<file path="src/rtl/fifo_pkg.sv">
// -----------------------------------------------------------------------------
// fifo_pkg
// Shared definitions for the FIFO-fed UART transmitter slice.
//   uart_tx_state_t      : transmitter FSM state encoding
//   DEFAULT_CLKS_PER_BIT : default bit period in clock cycles
//   LINE_IDLE/LINE_STOP  : serial line levels for idle and stop bit
//   idxWidth()           : width of a counter that indexes 0..n-1 (min 1 bit)
// -----------------------------------------------------------------------------
package fifo_pkg;

   typedef enum logic [2:0] {
      ST_IDLE,
      ST_START,
      ST_DATA,
      ST_PARITY,
      ST_STOP
   } uart_tx_state_t;

   localparam int DEFAULT_CLKS_PER_BIT = 16;

   localparam logic LINE_IDLE = 1'b1;
   localparam logic LINE_STOP = 1'b1;

   function automatic int idxWidth(input int n);
      return (n > 1) ? $clog2(n) : 1;
   endfunction

endpackage

</file>
<file path="src/rtl/bit_timer.sv">
// -----------------------------------------------------------------------------
// bit_timer
// Counts clock cycles within one serial bit period.
//   clk   in  : clock
//   rst_n in  : asynchronous active-low reset
//   run   in  : counter advances while high, held at zero while low
//   tick  out : one-cycle pulse on the last cycle of each bit period
// -----------------------------------------------------------------------------
module bit_timer
   import fifo_pkg::*;
#(
   parameter int CLKS_PER_BIT = DEFAULT_CLKS_PER_BIT
) (
   input  logic clk,
   input  logic rst_n,
   input  logic run,
   output logic tick
);

   localparam int CNT_W = $clog2(CLKS_PER_BIT);
   localparam logic [CNT_W-1:0] LAST_COUNT = CNT_W'(CLKS_PER_BIT - 1);

   logic [CNT_W-1:0] r_count;

   assign tick = run && (r_count == LAST_COUNT);

   // Wrapping on the last count means the next bit starts at zero in the
   // very next cycle, which is what lets frames run back to back.
   always_ff @(posedge clk or negedge rst_n) begin
      if (!rst_n) begin
         r_count <= '0;
      end else if (!run || (r_count == LAST_COUNT)) begin
         r_count <= '0;
      end else begin
         r_count <= r_count + 1'b1;
      end
   end

endmodule

</file>
<file path="src/rtl/fifo_uart_tx.sv">
// -----------------------------------------------------------------------------
// fifo_uart_tx
// Pops bytes from a show-ahead FIFO and sends each one as a serial frame:
// start bit, DATA_WIDTH data bits LSB first, optional even parity, stop bit.
//   clk          in  : clock
//   rst_n        in  : asynchronous active-low reset
//   tx_en        in  : allows new frames to start
//   fifo_empty   in  : FIFO has no entries
//   fifo_rd_data in  : FIFO head entry (valid while fifo_empty is low)
//   fifo_rd_en   out : one-cycle pop strobe
//   tx           out : serial line, idle high, driven from a flop
//   busy         out : a frame is in progress
//   frame_done   out : pulse on the last cycle of the stop bit
// -----------------------------------------------------------------------------
module fifo_uart_tx
   import fifo_pkg::*;
#(
   parameter int CLKS_PER_BIT = DEFAULT_CLKS_PER_BIT,
   parameter int DATA_WIDTH   = 8,
   parameter bit PARITY_EN    = 1'b0
) (
   input  logic                  clk,
   input  logic                  rst_n,
   input  logic                  tx_en,
   input  logic                  fifo_empty,
   input  logic [DATA_WIDTH-1:0] fifo_rd_data,
   output logic                  fifo_rd_en,
   output logic                  tx,
   output logic                  busy,
   output logic                  frame_done
);

   localparam int IDX_W = idxWidth(DATA_WIDTH);
   localparam logic [IDX_W-1:0] LAST_IDX = IDX_W'(DATA_WIDTH - 1);

   uart_tx_state_t        r_state;
   uart_tx_state_t        w_nextState;
   logic [DATA_WIDTH-1:0] r_shift;
   logic [DATA_WIDTH-1:0] w_nextShift;
   logic [IDX_W-1:0]      r_bitIdx;
   logic [IDX_W-1:0]      w_nextBitIdx;
   logic                  r_parity;
   logic                  w_nextParity;
   logic                  r_tx;
   logic                  w_nextTx;
   logic                  w_run;
   logic                  w_tick;
   logic                  w_canPop;
   logic                  w_pop;
   logic                  w_done;

   assign w_run = (r_state != ST_IDLE);

   bit_timer #(
      .CLKS_PER_BIT(CLKS_PER_BIT)
   ) u_bitTimer (
      .clk  (clk),
      .rst_n(rst_n),
      .run  (w_run),
      .tick (w_tick)
   );

   // Gating with rst_n keeps the pop strobe quiet while reset is held.
   assign w_canPop = rst_n && tx_en && !fifo_empty;

   // Next-state logic. A pop latches the head entry and its parity at the
   // same edge that enters START, so later changes on the FIFO port are
   // ignored. The line level for the next cycle is derived from the next
   // state so tx can be registered without adding latency.
   always_comb begin
      w_nextState  = r_state;
      w_nextShift  = r_shift;
      w_nextBitIdx = r_bitIdx;
      w_nextParity = r_parity;
      w_pop        = 1'b0;
      w_done       = 1'b0;
      case (r_state)
         ST_IDLE: begin
            if (w_canPop) begin
               w_pop        = 1'b1;
               w_nextShift  = fifo_rd_data;
               w_nextParity = ^fifo_rd_data;
               w_nextState  = ST_START;
            end
         end
         ST_START: begin
            if (w_tick) begin
               w_nextState  = ST_DATA;
               w_nextBitIdx = '0;
            end
         end
         ST_DATA: begin
            if (w_tick) begin
               w_nextShift = r_shift >> 1;
               if (r_bitIdx == LAST_IDX) begin
                  w_nextState = PARITY_EN ? ST_PARITY : ST_STOP;
               end else begin
                  w_nextBitIdx = r_bitIdx + 1'b1;
               end
            end
         end
         ST_PARITY: begin
            if (w_tick) begin
               w_nextState = ST_STOP;
            end
         end
         ST_STOP: begin
            if (w_tick) begin
               w_done = 1'b1;
               if (w_canPop) begin
                  w_pop        = 1'b1;
                  w_nextShift  = fifo_rd_data;
                  w_nextParity = ^fifo_rd_data;
                  w_nextState  = ST_START;
               end else begin
                  w_nextState = ST_IDLE;
               end
            end
         end
         default: begin
            w_nextState = ST_IDLE;
         end
      endcase

      case (w_nextState)
         ST_START:  w_nextTx = 1'b0;
         ST_DATA:   w_nextTx = w_nextShift[0];
         ST_PARITY: w_nextTx = w_nextParity;
         ST_STOP:   w_nextTx = LINE_STOP;
         default:   w_nextTx = LINE_IDLE;
      endcase
   end

   // State, datapath and line register. Reset drops the in-flight byte and
   // returns the line high without waiting for a clock.
   always_ff @(posedge clk or negedge rst_n) begin
      if (!rst_n) begin
         r_state  <= ST_IDLE;
         r_shift  <= '0;
         r_bitIdx <= '0;
         r_parity <= 1'b0;
         r_tx     <= LINE_IDLE;
      end else begin
         r_state  <= w_nextState;
         r_shift  <= w_nextShift;
         r_bitIdx <= w_nextBitIdx;
         r_parity <= w_nextParity;
         r_tx     <= w_nextTx;
      end
   end

   assign fifo_rd_en = w_pop;
   assign tx         = r_tx;
   assign busy       = w_run;
   assign frame_done = w_done;

endmodule

</file>
<file path="config.mk">
export PLATFORM = sky130hd
export DESIGN_NAME = fifo_uart_tx
export DESIGN_NICKNAME = d
export VERILOG_FILES = /design/src/rtl/fifo_pkg.sv /design/src/rtl/bit_timer.sv /design/src/rtl/fifo_uart_tx.sv
export SDC_FILE = /design/constraint.sdc
export NUM_CORES = 1
export LEC_CHECK = 0
export CAP_MARGIN = 10
export CELL_PAD_IN_SITES_DETAIL_PLACEMENT = 2
export CELL_PAD_IN_SITES_GLOBAL_PLACEMENT = 2
export CORE_MARGIN = 2
export CORE_UTILIZATION = 36
export CTS_CLUSTER_DIAMETER = 100
export DETAILED_ROUTE_END_ITERATION = 16
export PLACE_DENSITY_LB_ADDON = 0.25
export SYNTH_ARGS = -nofsm -noshare
export SYNTH_HDL_FRONTEND = slang
export SYNTH_SLANG_ARGS = --single-unit
</file>
<file path="constraint.sdc">
create_clock -name clk -period 3.1 [get_ports clk]
set_input_delay 0.775 -clock clk [delete_from_list [all_inputs] [get_ports clk]]
set_output_delay 0.775 -clock clk [all_outputs]
set_load 0.1 [all_outputs]
</file>
==> results of run 1 <==
==> worst paths after layout <==
kind                                              endpoint  cells after the start                       startpoint  slack [ns]
setup / recovery                                fifo_rd_en                      4                            rst_n        0.35
hold / removal             u_bitTimer.r_count[0]$_DFF_PN0_                      1  u_bitTimer.r_count[0]$_DFF_PN0_        0.48
setup reg to reg                              tx$_DFF_PN1_                      7  u_bitTimer.r_count[0]$_DFF_PN0_        0.83
hold reg to reg            u_bitTimer.r_count[0]$_DFF_PN0_                      1  u_bitTimer.r_count[0]$_DFF_PN0_        0.48
max in group asynchronous                     tx$_DFF_PN1_                      2                            rst_n        1.96
min in group asynchronous               r_parity$_DFF_PN0_                      2                            rst_n        0.87
==> critical path, cell delays in order <==
cell and delay, ns:
clkdlybuf4s50_1 0.50, nand3b_1 0.15, a211oi_4 0.33, buf_12 0.22
==> stage by stage <==
step	total power, uW	setup WS (ns)	area [um2]	hold WS [ns]
floorplan	781.5	0.2120	1096	0.4301
global placement	874.4	0.3668	1289	0.4566
detailed placement	901.0	0.3339	1289	0.4606
CTS	1064	0.3239	1325	0.4779
global route	1139	0.2873	1325	0.5037
finish	1055	0.3464	1325	0.4821
==> flip-flops by register name, summed over array words and instances (netlist names) <==
name                cells
tx                      1
r_shift                 8
r_parity                1
u_bitTimer.r_count      4
r_bitIdx                3
r_state                 3
==> report_power, final <==
| group | total (uW) | leakage, uW | switching (uW) | internal (uW) |
|---|---|---|---|---|
| registers | 472 | 0.000250 | 104 | 368 |
| logic | 423 | 0.000328 | 249 | 174 |
| clock network | 159 | 0.0000210 | 87.7 | 71.7 |
| total | 1050 | 0.000599 | 441 | 614 |
==> cell usage in the layout (no fill, tap or decap), types with 2 or more instances in the layout <==
| cell type | instances |
|---|---|
| clkdlybuf4s50_1 | 11 |
| buf_4 | 6 |
| nand2_1 | 6 |
| dfrtp_1 | 19 |
| o21ai_0 | 5 |
| xnor2_1 | 7 |
| nand3_1 | 2 |
| and3_1 | 3 |
| nor2_1 | 9 |
| a22oi_1 | 2 |
| a21oi_1 | 4 |
| nor3_1 | 3 |
| ha_1 | 3 |
| a222oi_1 | 6 |
| xor2_1 | 2 |
| clkbuf_4 | 3 |
| inv_1 | 7 |
==> cells by family (layout without fill, tap and decap cells) <==
group / count (synthesis) / after routing / synth area share (%)
adders and majority gates: 4 / 4 / 4.338
muxes: 2 / 2 / 1.941
DFF: 20 / 20 / 45.78
buffers and inverters: 11 / 29 / 4.566
and+or+nand+nor: 33 / 33 / 16.33
AOI/OAI and AO/OA: 27 / 27 / 19.86
xor gates and xnor gates: 9 / 9 / 7.192
==> area by class of cell <==
type | instances | area [um2]
Sequential cell | 20 | 501.7
Multi-Input combinational cell | 75 | 544.3
Tap cell | 33 | 41.29
Inverter | 7 | 26.28
Timing Repair Buffer | 18 | 175.2
Fill cell | 323 | 1653
Clock buffer | 4 | 36.28
==> metal layers <==
layer	vias to the layer above	track usage, %	share of wire, %
li1	426	-	-
met1	483	24.08	44
met2	22	33.02	51
met3	5	2.402	3.4
met4	0	6.818	1.4
met5	-	0	0
==> flow_summary.yaml, run 1 <==
cts:
  worstSkewPairLatency_ns: 0.31
  clk_pin_slew_ns: 0.12
  post-cts-setup-buffers: 0
  root_buffer: "clkbuf_4"
  cts_tree: "yes"
  cts_hold_buf: 0
  numCtsBuffers: 3
  cts.path.max_buffers: 2
  clock-sinks: 20
  ctsResizeCount: 0
  htree_levels: 1
die:
  num_rows: 20
  die_width_um: 59.18
  die_h_um: 59.18
  initial_core_util_pct: 36.81
  coreArea_um2: 2978
  die_area_um2: 3502
  ios: 16
sta:
  slew_headroom_pct: 63.34
  post-route-period-util_pct: 88.83
  fin_crit_ns: 2.754
  fin_worst_skew_ns: 0.005370
  tightestPinTransition_ns: 0.5499
  rsz0062_at_grt: "false"
  setup_violations: 0
  tns_ns: 0
  fmax_ghz: 0.3632
  hold_viol_final: 0
  finalMaxSlewViolations: 0
logic_synthesis:
  synth.distinct_cells: 41
  synth_ff_type: "dfrtp_1"
  syn_inst: 106
  synth_most_common_cell: "dfrtp_1"
  synth_edf_count: 0
  yosys.area.top_type_share_pct: 43.38
  synth.avg_cell_area_um2: 10.34
  synth_area_leader_cell: "dfrtp_1"
  synth-async-reset-ratio_pct: 100.0
  ys_top_cells_by_count: "dfrtp_1 (19), nor2_1 (9), inv_1 (7), xnor2_1 (7)"
  netlist_area_um2: 1096
  syn_nets: 121
  yosysWarnings: 0
  ys_seq_elements: 20
  synth_area_leaders: "dfrtp_1 (43%), xnor2_1 (5.6%), a222oi_1 (5.5%)"
  ys_seq_area_share_pct: 45.78
global_route:
  grt_pass1_vias: 1025
  grt_util_all_layers_pct: 19.00
  grt_first_pass_wirelength_um: 4961
  antenna_found_initial: 0
  grt_max_degree: 21
  gr-total-overflow: 0
flow_run:
  max_cap_viol_count: 0
run_status:
  outcome: "completed"
placement:
  gp_congestion: 0.7518
  port_buffers: 15
  placed_cells: 153
  hpwl_um: 2141
pwr:
  p_per_area_nw_per_um2: 796.1
  p_leak_uw: 0.0005989
  vdd_drop_max_v: 0.0002508
critical_path:
  critPathArrivalTime_ns: 1.98
  end_kind: "primary output"
  crit_fanout: 2
  required_ns: 2.32
  startpoint_type: "input pin"
  path_class: "in -> out"
final_layout:
  utilization_pct: 44.50
  fin_cells: 157
  nNetsFinal: 140
  syn2layout_area_growth_pct: 20.89
  diodes: 0
  drive_gt1_share_pct: 16.13
routing:
  drt-vias-per-instance: 5.962
  firstDrtPassIters: 4
  post_drt_wl_per_cell_um: 18.68
  vias: 936
  wl_um: 2933
  drc: 0
  drt-initial-drc-count: 78
  ant_nets: 0
worst_hold_path:
  hold_class: "reg -> reg"
Note: power is estimated with default switching activity, not from simulation.
==> inputs of run 2 (changes only) <==
HOLD_SLACK_MARGIN = 0.12   (was not set)
PLACE_DENSITY = 0.81   (was not set)
PLACE_DENSITY_LB_ADDON = not set   (was 0.25)
==> run 2 against run 1 <==
  * Maximum frequency up 1.8%
  * Cell count is the same
  * Wire length shrank 0.48%
  * Die area did not move
  * Utilization increased by 0.55 points
  * Register-to-register slack improved by 0.03 ns
  * Non-clock buffer count unchanged
  * Flip-flop and latch count is the same
  * Via count down 1.9%
  * Cell area increased by 1.2%
  * Largest power group unchanged
==> flow_summary.yaml, run 2 (synthesis results as in run 1) <==
routing:
  drc: 0
  ant_nets: 0
  firstDrtPassIters: 5
  drt-vias-per-instance: 5.847
  post_drt_wl_per_cell_um: 18.59
  vias: 918
  wl_um: 2919
  drt-initial-drc-count: 34
sta:
  setup_violations: 0
  fin_worst_skew_ns: 0.006819
  fin_crit_ns: 2.706
  fmax_ghz: 0.3696
  finalWorstSetupSlack_ns: 0.3941
  rsz0062_at_grt: "false"
  tns_ns: 0
  tightestPinTransition_ns: 0.5903
  slew_headroom_pct: 60.56
  hold_viol_final: 0
  finalMaxSlewViolations: 0
  post-route-period-util_pct: 87.29
final_layout:
  diodes: 0
  nNetsFinal: 140
  reg_top3: "r_shift x8, u_bitTimer.r_count x4"
  largest_reg_flops: 8
  drive_gt1_share_pct: 16.13
  final_cell_mix: "dfrtp_1 (19), clkdlybuf4s50_1 (11), nor2_1 (9)"
  largest-register: "r_shift"
  final_common_cell: "dfrtp_1"
  syn2layout_area_growth_pct: 22.37
  multi_input_comb_area_um2: 544.3
  regArea_um2: 501.7
  fillers: 310
cts:
  numCtsBuffers: 3
  worstSkewPairLatency_ns: 0.32
  clk_pin_slew_ns: 0.13
  clock-sinks: 20
  cts_hold_buf: 0
  root_buffer: "clkbuf_4"
  htree_levels: 1
  post-cts-setup-buffers: 0
  ctsResizeCount: 0
  cts_tree: "yes"
  cts.path.max_buffers: 2
critical_path:
  critPathCapture: "fifo_rd_en"
  end_kind: "primary output"
  startpoint_type: "input pin"
  critPathArrivalTime_ns: 1.93
  crit_fanout: 2
  slowest_stage: "clkdlybuf4s50_1"
  path_class: "in -> out"
  r2r-end: "tx$_DFF_PN1_"
  path_cells: "clkdlybuf4s50_1 -> nand3b_1 -> a211oi_4 -> buf_12"
  reg2reg_from: "u_bitTimer.r_count[0]$_DFF_PN0_"
  required_ns: 2.32
  ff2ff_path_depth: 7
  cp_slowest_stage_delay_ns: 0.48
  regToRegSetupSlack_ns: 0.86
  startpoint: "rst_n"
run_status:
  outcome: "completed"
pwr:
  swShare_pct: 39.74
  p_clk_share_pct: 20.0
  p_per_area_nw_per_um2: 831.6
  p_switching_uw: 443.3
  seqPwrFrac_pct: 42.5
  p_leak_uw: 0.0006058
  vdd_drop_max_v: 0.0003785
  p_int_uw: 672.2
  pwr-share-comb_pct: 37.5
die:
  num_rows: 20
  initial_core_util_pct: 36.81
  die_width_um: 59.18
  die_h_um: 59.18
  ios: 16
  die_area_um2: 3502
  coreArea_um2: 2978
flow_run:
  max_cap_viol_count: 0
placement:
  port_buffers: 15
  gp_congestion: 0.7360
  post-place-ws_ns: 0.3737
  hpwl_um: 2079
global_route:
  grt_max_degree: 21
  gr-total-overflow: 0
  grt_pass1_vias: 999
  grt_util_all_layers_pct: 19.38
  grt_first_pass_wirelength_um: 5002
  antenna_found_initial: 0
worst_hold_path:
  hold_class: "reg -> reg"
  hp-start: "u_bitTimer.r_count[0]$_DFF_PN0_"
-- run 2: cell count changes in the layout (fill, tap and decap cells not counted) --
cell	before	now
clkbuf_8	1	0
bufinv_16	0	1
-- run 2: area by class of cell --
type	count	share of cell area (%)
Inverter	7	1.959
Clock buffer	3	1.679
Multi-Input combinational cell	75	40.58
Tap cell	33	3.078
Timing Repair Buffer	18	13.06
Sequential cell	20	37.41
Clock inverter	1	2.239
-- run 2: worst min-delay path by stage --
stage                                            to  slack (ns)  cells past startpoint
global placement    u_bitTimer.r_count[0]$_DFF_PN0_        0.45                      1
finish              u_bitTimer.r_count[0]$_DFF_PN0_        0.47                      1
detailed placement  u_bitTimer.r_count[0]$_DFF_PN0_        0.45                      1
floorplan           u_bitTimer.r_count[0]$_DFF_PN0_        0.43                      1
global route        u_bitTimer.r_count[0]$_DFF_PN0_        0.51                      1
CTS                 u_bitTimer.r_count[0]$_DFF_PN0_        0.47                      1
-- run 2: layer usage --
layer,global-route usage [%],vias to the layer above,share of wire (%)
met4,8.766,0,1.5
li1,-,426,-
met2,32.86,14,50
met5,0,-,0
met1,24.86,474,46
met3,1.965,4,2.5
-- run 2: through the flow --
step	utilization (%)	total power, uW	area [um2]	instances	hold slack (ns)
after CTS	45.04	1130	1341	157	0.4716
final	45.04	1115	1341	157	0.4703
after global routing	45.04	1205	1341	157	0.5111
after global placement	43.28	870.1	1289	153	0.4506
after detailed placement	43.28	898.1	1289	153	0.4546
after floorplan	-	781.5	1096	106	0.4301
-- run 2: worst max-delay path: cells and delay by family --
| kind | cells | cell delay, ns |
|---|---|---|
| simple gates | 1 | 0.14 |
| buf+inv | 2 | 0.69 |
| compound gates | 1 | 0.32 |
-- run 2: power by group through the flow --
stage,clock (uW),sequential (uW),combinational (uW)
finish,223,474,419
floorplan,0,466,315
global placement,0,468,402
detailed placement,0,478,420
global route,238,491,476
CTS,230,473,426
==> inputs of run 3 (changes only) <==
GPL_TIMING_DRIVEN = 0   (was not set)
==> run 3 against run 2 <==
  * Clock power down 39%
  * Global-route usage down 1.1 points
  * Register-to-register slack better by 0.09 ns
==> flow_summary.yaml, run 3 (synthesis results as in run 1) <==
sta:
  holdWs_ns: 0.3282
  hold_viol_final: 0
  fin_worst_skew_ns: 0.006613
  slew_headroom_pct: 35.36
  rsz0062_at_grt: "false"
  fin_crit_ns: 3.013
  post-route-period-util_pct: 97.21
  setup_violations: 0
  fmax_ghz: 0.3318
  tns_ns: 0
  tightestPinTransition_ns: 0.9666
  finalMaxSlewViolations: 0
  finalWorstSetupSlack_ns: 0.08656
final_layout:
  drive_gt1_share_pct: 16.28
  largest-register: "r_shift"
  multi_input_comb_area_um2: 544.3
  regArea_um2: 501.7
  syn2layout_area_growth_pct: 21.92
  final_cell_mix: "dfrtp_1 (19), clkdlybuf4s50_1 (11), nor2_1 (9)"
  reg_top3: "r_shift x8, u_bitTimer.r_count x4"
  largest_reg_flops: 8
  nNetsFinal: 145
  fillers: 337
  diodes: 0
  final_common_cell: "dfrtp_1"
cts:
  worstSkewPairLatency_ns: 0.31
  clock-sinks: 20
  clk_pin_slew_ns: 0.12
  htree_levels: 1
  root_buffer: "clkbuf_4"
  numCtsBuffers: 3
  cts.path.max_buffers: 2
  cts_tree: "yes"
placement:
  hpwl_um: 2156
  port_buffers: 15
  post-place-ws_ns: -1.856
  gp_congestion: 0.7541
die:
  die_area_um2: 3502
  ios: 16
  num_rows: 20
  die_h_um: 59.18
  initial_core_util_pct: 36.81
  die_width_um: 59.18
  coreArea_um2: 2978
pwr:
  p_leak_uw: 0.0006062
  p_int_uw: 604.8
  seqPwrFrac_pct: 42.7
  pwr-share-comb_pct: 44.4
  p_clk_share_pct: 12.9
  swShare_pct: 42.45
  p_switching_uw: 446.2
  p_per_area_nw_per_um2: 786.5
  vdd_drop_max_v: 0.0003450
routing:
  ant_nets: 0
  firstDrtPassIters: 6
  drt-vias-per-instance: 5.673
  wl_um: 2992
  post_drt_wl_per_cell_um: 18.47
  vias: 919
  drc: 0
  drt-initial-drc-count: 52
global_route:
  grt_util_all_layers_pct: 18.24
  gr-total-overflow: 0
  grt_max_degree: 22
  grt_first_pass_wirelength_um: 4698
  antenna_found_initial: 0
  grt_pass1_vias: 972
critical_path:
  critPathArrivalTime_ns: 2.24
  path_class: "in -> out"
  crit_fanout: 7
  startpoint_type: "input pin"
  end_kind: "primary output"
  required_ns: 2.32
flow_run:
  max_cap_viol_count: 0
run_status:
  outcome: "completed"
worst_hold_path:
  hold_class: "in -> async"
run 3: cell type report:
cell class | count | share of cell area [%]
multi-input cells | 75 | 40.73
flip-flops and latches | 20 | 37.55
repair buffers | 19 | 12.92
well taps | 33 | 3.090
clock buffers | 4 | 1.966
inverters | 7 | 1.966
plain buffers | 4 | 1.779
run 3: power groups by stage:
stage	Combinational (uW)	Sequential, uW	Clock [uW]
after floorplan	315	466	0
after global placement	441	446	0
after detailed placement	462	453	0
after CTS	465	448	139
after global routing	511	464	149
final	467	449	135
run 3: critical path, stage by stage:
cell             delay (ns)
clkdlybuf4s50_1        0.39
nand3b_1               0.32
a211oi_4               0.46
buf_6                  0.29
run 3: path summary, 6_finish.rpt:
kind,slack (ns),startpoint,to,cells after the start
worst min-delay path,0.33,rst_n,r_shift[4]$_DFFE_PN0P_,1
min in group clk,0.47,u_bitTimer.r_count[0]$_DFF_PN0_,u_bitTimer.r_count[0]$_DFF_PN0_,1
max in group asynchronous,2.49,rst_n,tx$_DFF_PN1_,1
worst max register to register,0.95,u_bitTimer.r_count[0]$_DFF_PN0_,tx$_DFF_PN1_,7
worst min register to register,0.47,u_bitTimer.r_count[0]$_DFF_PN0_,u_bitTimer.r_count[0]$_DFF_PN0_,1
worst max-delay path,0.09,fifo_empty,fifo_rd_en,4
run 3: what timing repair did:
action	CTS	global route
hold buffers	0	0
pin swaps	1	1
buffers inserted	0	4
gates resized for setup	16	1
gates cloned	0	0
endpoints found under the setup margin	12	2
run 3: routing by layer:
| metal | track usage (%) | share of wire (%) |
|---|---|---|
| met2 | 30.79 | 52 |
| met3 | 2.620 | 2.0 |
| met5 | 0 | 0 |
| met4 | 6.818 | 1.4 |
| met1 | 23.65 | 44 |
run 3: stage by stage:
stage / cell area (um2) / util [%] / total power, uW / std cells
after global routing: 1336 / 44.87 / 1123 / 162
after floorplan: 1096 / - / 781.5 / 106
after CTS: 1311 / 44.03 / 1053 / 158
after detailed placement: 1287 / 43.24 / 915.0 / 154
final: 1336 / 44.87 / 1051 / 162
after global placement: 1287 / 43.24 / 886.7 / 154
